[config.mk]
export PLATFORM = sky130hd
export DESIGN_NAME = pwm_duty_ramp_flat
export DESIGN_NICKNAME = d
export VERILOG_FILES = /design/src/rtl/pwm_duty_ramp_pkg.sv /design/src/rtl/pwm_duty_ramp_if.sv /design/src/rtl/pwm_duty_ramp_tick_prescaler.sv /design/src/rtl/pwm_duty_ramp.sv /design/src/flat_wrapper.sv
export SDC_FILE = /design/constraint.sdc
export NUM_CORES = 1
export LEC_CHECK = 0
export CELL_PAD_IN_SITES_DETAIL_PLACEMENT = 0
export CELL_PAD_IN_SITES_GLOBAL_PLACEMENT = 2
export CORE_ASPECT_RATIO = 0.8
export CORE_MARGIN = 2
export CORE_UTILIZATION = 39
export CTS_CLUSTER_SIZE = 28
export DETAILED_ROUTE_END_ITERATION = 16
export GPL_TIMING_DRIVEN = 0
export PLACE_DENSITY_LB_ADDON = 0.1
export SLEW_MARGIN = 10
export SYNTH_ARGS = -nofsm -noshare
export SYNTH_HDL_FRONTEND = slang
export SYNTH_HIERARCHICAL = 1
export SYNTH_SLANG_ARGS = --single-unit
[constraint.sdc]
create_clock -name clk -period 9.8 [get_ports clk]
set_input_delay 1.96 -clock clk [delete_from_list [all_inputs] [get_ports clk]]
set_output_delay 1.96 -clock clk [all_outputs]
set_load 0.1 [all_outputs]
[src/rtl/pwm_duty_ramp_pkg.sv]
// Shared types and constants for the PWM duty ramp block.
package pwm_pkg;
  localparam int DUTY_W           = 8;
  localparam int DEFAULT_PRESCALE = 1000;

  typedef enum logic [1:0] {
    IDLE = 2'd0,
    UP   = 2'd1,
    DOWN = 2'd2
  } ramp_state_t;
endpackage

[src/rtl/pwm_duty_ramp_if.sv]
// Control/status bundle between the SPI register side and the duty ramp.
// Handshake: none; all fields are level signals, sampled on every rising clk edge.
interface pwm_duty_ramp_if #(
  parameter int RATE_W = 8
);
  import pwm_pkg::*;

  logic              ramp_en;
  logic [DUTY_W-1:0] target_duty;
  logic [RATE_W-1:0] rate_div;
  logic [DUTY_W-1:0] duty_out;
  logic              busy;
  logic              done;
  ramp_state_t       state;

  modport master (
    output ramp_en, target_duty, rate_div,
    input  duty_out, busy, done, state
  );

  modport slave (
    input  ramp_en, target_duty, rate_div,
    output duty_out, busy, done, state
  );
endinterface

[src/rtl/pwm_duty_ramp_tick_prescaler.sv]
// Free-running base-tick divider that only counts while run is high.
module tick_prescaler #(
  parameter int PRESCALE = 1000
) (
  input  logic clk,
  input  logic rst_n,
  input  logic run,
  output logic tick
);
  localparam int CW = (PRESCALE > 1) ? $clog2(PRESCALE) : 1;
  localparam logic [CW-1:0] LAST = CW'(PRESCALE - 1);

  logic [CW-1:0] cnt;

  assign tick = run && (cnt == LAST);

  always_ff @(posedge clk or negedge rst_n) begin
    if (!rst_n) begin
      cnt <= '0;
    end else if (!run || cnt == LAST) begin
      cnt <= '0;
    end else begin
      cnt <= cnt + CW'(1);
    end
  end
endmodule

[src/rtl/pwm_duty_ramp.sv]
// Slews duty_out toward target_duty in STEP increments at a programmable rate,
// or passes the target straight through when ramping is disabled.
module pwm_duty_ramp
  import pwm_pkg::*;
#(
  parameter int PRESCALE = DEFAULT_PRESCALE,
  parameter int STEP     = 1,
  parameter int RATE_W   = 8
) (
  input  logic            clk,
  input  logic            rst_n,
  pwm_duty_ramp_if.slave  bus
);
  ramp_state_t       state_q;
  logic [DUTY_W-1:0] duty_q;
  logic              busy_q;
  logic              done_q;
  logic [RATE_W-1:0] rate_cnt;
  logic              tick;
  logic              step_evt;
  logic [RATE_W-1:0] rate_max;
  logic [DUTY_W:0]   up_sum;
  logic [DUTY_W:0]   dn_diff;
  logic [DUTY_W-1:0] up_val;
  logic [DUTY_W-1:0] dn_val;
  logic [DUTY_W-1:0] step_val;
  logic [DUTY_W-1:0] target;

  assign target = bus.target_duty;

  tick_prescaler #(.PRESCALE(PRESCALE)) u_prescaler (
    .clk   (clk),
    .rst_n (rst_n),
    .run   (bus.ramp_en && (state_q != IDLE)),
    .tick  (tick)
  );

  assign rate_max = (bus.rate_div == '0) ? RATE_W'(1) : bus.rate_div;
  assign step_evt = tick && (rate_cnt == rate_max - RATE_W'(1));

  // Extra MSB catches carry/borrow so the step saturates at the target instead of wrapping.
  assign up_sum   = {1'b0, duty_q} + (DUTY_W+1)'(STEP);
  assign dn_diff  = {1'b0, duty_q} - (DUTY_W+1)'(STEP);
  assign up_val   = (up_sum > {1'b0, target}) ? target : up_sum[DUTY_W-1:0];
  assign dn_val   = (dn_diff[DUTY_W] || dn_diff[DUTY_W-1:0] < target) ? target : dn_diff[DUTY_W-1:0];
  assign step_val = (target > duty_q) ? up_val : dn_val;

  always_ff @(posedge clk or negedge rst_n) begin
    if (!rst_n) begin
      state_q  <= IDLE;
      duty_q   <= '0;
      busy_q   <= 1'b0;
      done_q   <= 1'b0;
      rate_cnt <= '0;
    end else if (!bus.ramp_en) begin
      state_q  <= IDLE;
      duty_q   <= target;
      busy_q   <= 1'b0;
      done_q   <= 1'b0;
      rate_cnt <= '0;
    end else begin
      case (state_q)
        IDLE: begin
          done_q   <= 1'b0;
          rate_cnt <= '0;
          if (target > duty_q) begin
            state_q <= UP;
            busy_q  <= 1'b1;
          end else if (target < duty_q) begin
            state_q <= DOWN;
            busy_q  <= 1'b1;
          end
        end
        default: begin
          if (target == duty_q) begin
            // Target moved onto the current duty between step events.
            state_q  <= IDLE;
            busy_q   <= 1'b0;
            done_q   <= 1'b1;
            rate_cnt <= '0;
          end else begin
            done_q <= 1'b0;
            if (step_evt) begin
              rate_cnt <= '0;
            end else if (tick) begin
              rate_cnt <= rate_cnt + RATE_W'(1);
            end
            if (step_evt) begin
              duty_q <= step_val;
              if (step_val == target) begin
                state_q <= IDLE;
                busy_q  <= 1'b0;
                done_q  <= 1'b1;
              end else begin
                state_q <= (step_val < target) ? UP : DOWN;
              end
            end
          end
        end
      endcase
    end
  end

  assign bus.duty_out = duty_q;
  assign bus.busy     = busy_q;
  assign bus.done     = done_q;
  assign bus.state    = state_q;
endmodule

[src/flat_wrapper.sv]
// flat-port wrapper written by rule: the top's interface ports become plain ports
module pwm_duty_ramp_flat import pwm_pkg::*;
#(
  parameter int PRESCALE = DEFAULT_PRESCALE,
  parameter int STEP     = 1,
  parameter int RATE_W   = 8
)
  (clk, rst_n, bus_ramp_en, bus_target_duty, bus_rate_div, bus_duty_out, bus_busy, bus_done, bus_state);
  pwm_duty_ramp_if #(.RATE_W(RATE_W)) bus_i ();
  input  logic clk;
  input  logic rst_n;
  input wire logic [$bits(bus_i.ramp_en)-1:0] bus_ramp_en;
  input wire logic [$bits(bus_i.target_duty)-1:0] bus_target_duty;
  input wire logic [$bits(bus_i.rate_div)-1:0] bus_rate_div;
  output wire logic [$bits(bus_i.duty_out)-1:0] bus_duty_out;
  output wire logic [$bits(bus_i.busy)-1:0] bus_busy;
  output wire logic [$bits(bus_i.done)-1:0] bus_done;
  output wire logic [$bits(bus_i.state)-1:0] bus_state;
  assign bus_i.ramp_en = bus_ramp_en;
  assign bus_i.target_duty = bus_target_duty;
  assign bus_i.rate_div = bus_rate_div;
  assign bus_duty_out = bus_i.duty_out;
  assign bus_busy = bus_i.busy;
  assign bus_done = bus_i.done;
  assign bus_state = bus_i.state;
  pwm_duty_ramp #(.PRESCALE(PRESCALE), .STEP(STEP), .RATE_W(RATE_W)) u_core (.clk(clk), .rst_n(rst_n), .bus(bus_i));
endmodule
==> impl_metrics.json <==
{
  "synth_top_family_by_area": "simple AND/OR/NAND/NOR gates",
  "netlist.area_leader.share_pct": 25.0,
  "fp.dieH_um": 82.5,
  "fmax_mhz": 145,
  "min_period_ps": 6880,
  "synth_nets": 389,
  "final_layout_size_suffix_gt1_share_pct": 8.33,
  "die_w_um": 102,
  "clock-sinks": 30,
  "drtPass1Iterations": 4,
  "wirelength_mm": 7.76,
  "setup_ws_ps": 2920,
  "ioPinCount": 31,
  "path_clk_slew_ps": 60,
  "synth_edf_count": 0,
  "cp-end-kind": "flip-flop",
  "cts_max_path_buffers": 2,
  "clkLatencyLatePin_ps": 270,
  "fin_setup_tns_ps": 0,
  "avgRoutedWirePerCell_um": 16.3,
  "muxShareOfSynthArea_pct": 1.79,
  "grt_max_degree": 31,
  "via_per_inst": 5.56,
  "antenna_found_initial": 0,
  "synth_compound_area_share_pct": 21.8,
  "synthSimpleGateAreaFrac_pct": 23.6,
  "rsz0062_at_grt": "no",
  "p_leak_nw": 1.47,
  "min_path_type": "reg2reg",
  "routabilityCongestion": 0.852,
  "drt_iter0_drc": 110,
  "core_sq_um": 7430,
  "fin_crit_sh_pct": 70.2,
  "tightest_slew_ps": 973,
  "syn_area_sq_um": 3000,
  "criticalPathCategory": "in2reg",
  "setup-violations-final": 0,
  "synth_seq_cells": 30,
  "area_delta_synth_final_pct": 17.8,
  "yosys_warnings": 6,
  "async_flop_share_pct": 100,
  "ys.flop_type": "dfrtp_1",
  "htreeDepth": 2,
  "status": "complete, no violations",
  "num_rows": 28,
  "crit_required_ps": 9960,
  "start_util_pct": 40.4,
  "grt_usage_pct": 19.5,
  "die-area_sq_um": 8420,
  "grt_pass1_wl_mm": 12.7,
  "io_buffers": 30,
  "drc_errors": 0,
  "avgSynthCellArea_sq_um": 8.99,
  "p_total_w": 0.000528,
  "n_antenna_cell": 0,
  "place_ws_ps": 2750,
  "yosysUniqueCellTypes": 61,
  "ant_nets": 0,
  "grt_pass1_vias": 2392,
  "crit_fanout": 8,
  "ctsHoldBuffers": 0,
  "final_cell_mix": "ha_1, dfrtp_1, clkdlybuf4s50_1",
  "synth-adder-area-share_pct": 15.0,
  "hold_viol_final": 0,
  "cts_tree": "built",
  "clockRootBuffer": "clkbuf_8",
  "final.fill_count": 775,
  "skew_ps": 10.8,
  "arrival_ps": 7040,
  "yosysTopAreaCell": "dfrtp_1",
  "dp_hpwl_mm": 6.20,
  "synth_xor_area_share_pct": 9.34,
  "synth_cells": 334,
  "ys_top_cells_by_area": "dfrtp_1, ha_1, xnor2_1, xor2_1, nand3_1",
  "maxCapViolCount": 0,
  "layout_commonest_cell": "ha_1",
  "cp-start-kind": "input pin",
  "fin_nets": 426,
  "slew_headroom_pct": 35.0,
  "overflow": 0,
  "numCtsBuffers": 5,
  "yosysSeqAreaShare_pct": 25.0,
  "ir_worst_vdd_uv": 112,
  "via_count": 2652,
  "drv_slew": 0,
  "post_cts.repair.setup_buffers": 0,
  "ctsResizeCount": 0,
  "cellPowerDensity_nw_per_um2": 149
}
[power breakdown]
part | total (W) | internal (W) | switching (W)
clock network | 0.000120 | 0.0000760 | 0.0000437
registers | 0.000147 | 0.000134 | 0.0000130
logic | 0.000262 | 0.0000912 | 0.000170
[critical path, stage by stage]
cell             delay, ps
clkdlybuf4s50_1        540
inv_1                  150
ha_1                   390
a211oi_1               290
nand2_1                110
o31ai_1                720
nand3_1                310
and2_1                 230
clkbuf_1               230
a221o_1                450
ha_1                   330
a2111oi_0              410
a21oi_1                160
o21ai_0                190
nand2b_1                90
a32o_1                 210
mux2_2                 260
[state kept, by name, summed over array words and instances (netlist names)]
| name | count |
|---|---|
| u_core/bus.state | 2 |
| u_core/u_prescaler/cnt | 10 |
| u_core/rate_cnt | 8 |
| u_core/bus.duty_out | 8 |
| u_core/bus.busy | 1 |
| u_core/bus.done | 1 |
[per-layer routing]
metal	vias to the layer above	global-route usage, %	routed length [um]
li1	1333	-	-
met1	1260	32.6	4380
met2	59	26.0	2990
met3	0	3.87	388
met4	0	1.60	0
met5	-	0	0
[stage by stage]
stage / hold WS (ps) / util [%] / area (sq um) / std cells
after floorplan: 516 / - / 3000 / 334
after global placement: 520 / 46.2 / 3430 / 469
after detailed placement: 533 / 46.2 / 3430 / 469
after CTS: 552 / 47.6 / 3530 / 477
after global routing: 585 / 47.6 / 3530 / 477
final: 547 / 47.6 / 3530 / 477
[path summary, 6_finish.rpt]
| kind | startpoint | to | slack (ps) | depth (start not counted) |
|---|---|---|---|---|
| worst max register to register | u_core/bus.duty_out[0] | u_core/bus.state[1] | 3850 | 19 |
| worst max-delay path | bus_target_duty[6] | u_core/bus.state[1] | 2920 | 17 |
| worst min register to register | u_core/bus.state[1] | u_core/bus.state[1] | 550 | 1 |
| min in group asynchronous | rst_n | u_core/bus.duty_out[7] | 1730 | 1 |
| max in group asynchronous | rst_n | u_core/rate_cnt[5] | 7610 | 1 |
| worst min-delay path | u_core/bus.state[1] | u_core/bus.state[1] | 550 | 1 |
[layout make-up]
class | count | area, sq um | share of cell area [%]
Buffer | 6 | 25.0 | 0.708
Clock buffer | 7 | 76.3 | 2.16
Clock inverter | 1 | 30.0 | 0.850
Inverter | 21 | 78.8 | 2.23
Multi-Input combinational cell | 277 | 2150 | 60.7
Sequential cell | 30 | 751 | 21.2
Tap cell | 105 | 131 | 3.72
Timing Repair Buffer | 30 | 295 | 8.35
[cell usage after synthesis, drive strengths merged (3+ instances only)]
cell     number
and2          4
mux2          3
a31oi         6
a211oi        4
nor4          3
o21a          4
or2           4
nor3b         3
nand4        12
a221o         5
o211ai        7
nor3          7
dfrtp        30
o21ai         7
nor2         24
o31ai         3
inv          21
a2bb2oi       7
a2111oi       3
xor2         12
a21oi        13
nand3        20
clkbuf        4
nand2        14
and3          7
a21bo         7
nand2b        3
ha           36
or3           5
nor2b         9
xnor2        20
[cells by family (layout without fill, tap and decap cells)]
group / Yosys count / after routing
simple gates: 121 / 121
compound gates: 83 / 83
fa+ha+maj: 36 / 36
xor+xnor: 32 / 32
flops: 30 / 30
buf+inv: 27 / 65
mux: 5 / 5
(Power assumes the default switching activity.)
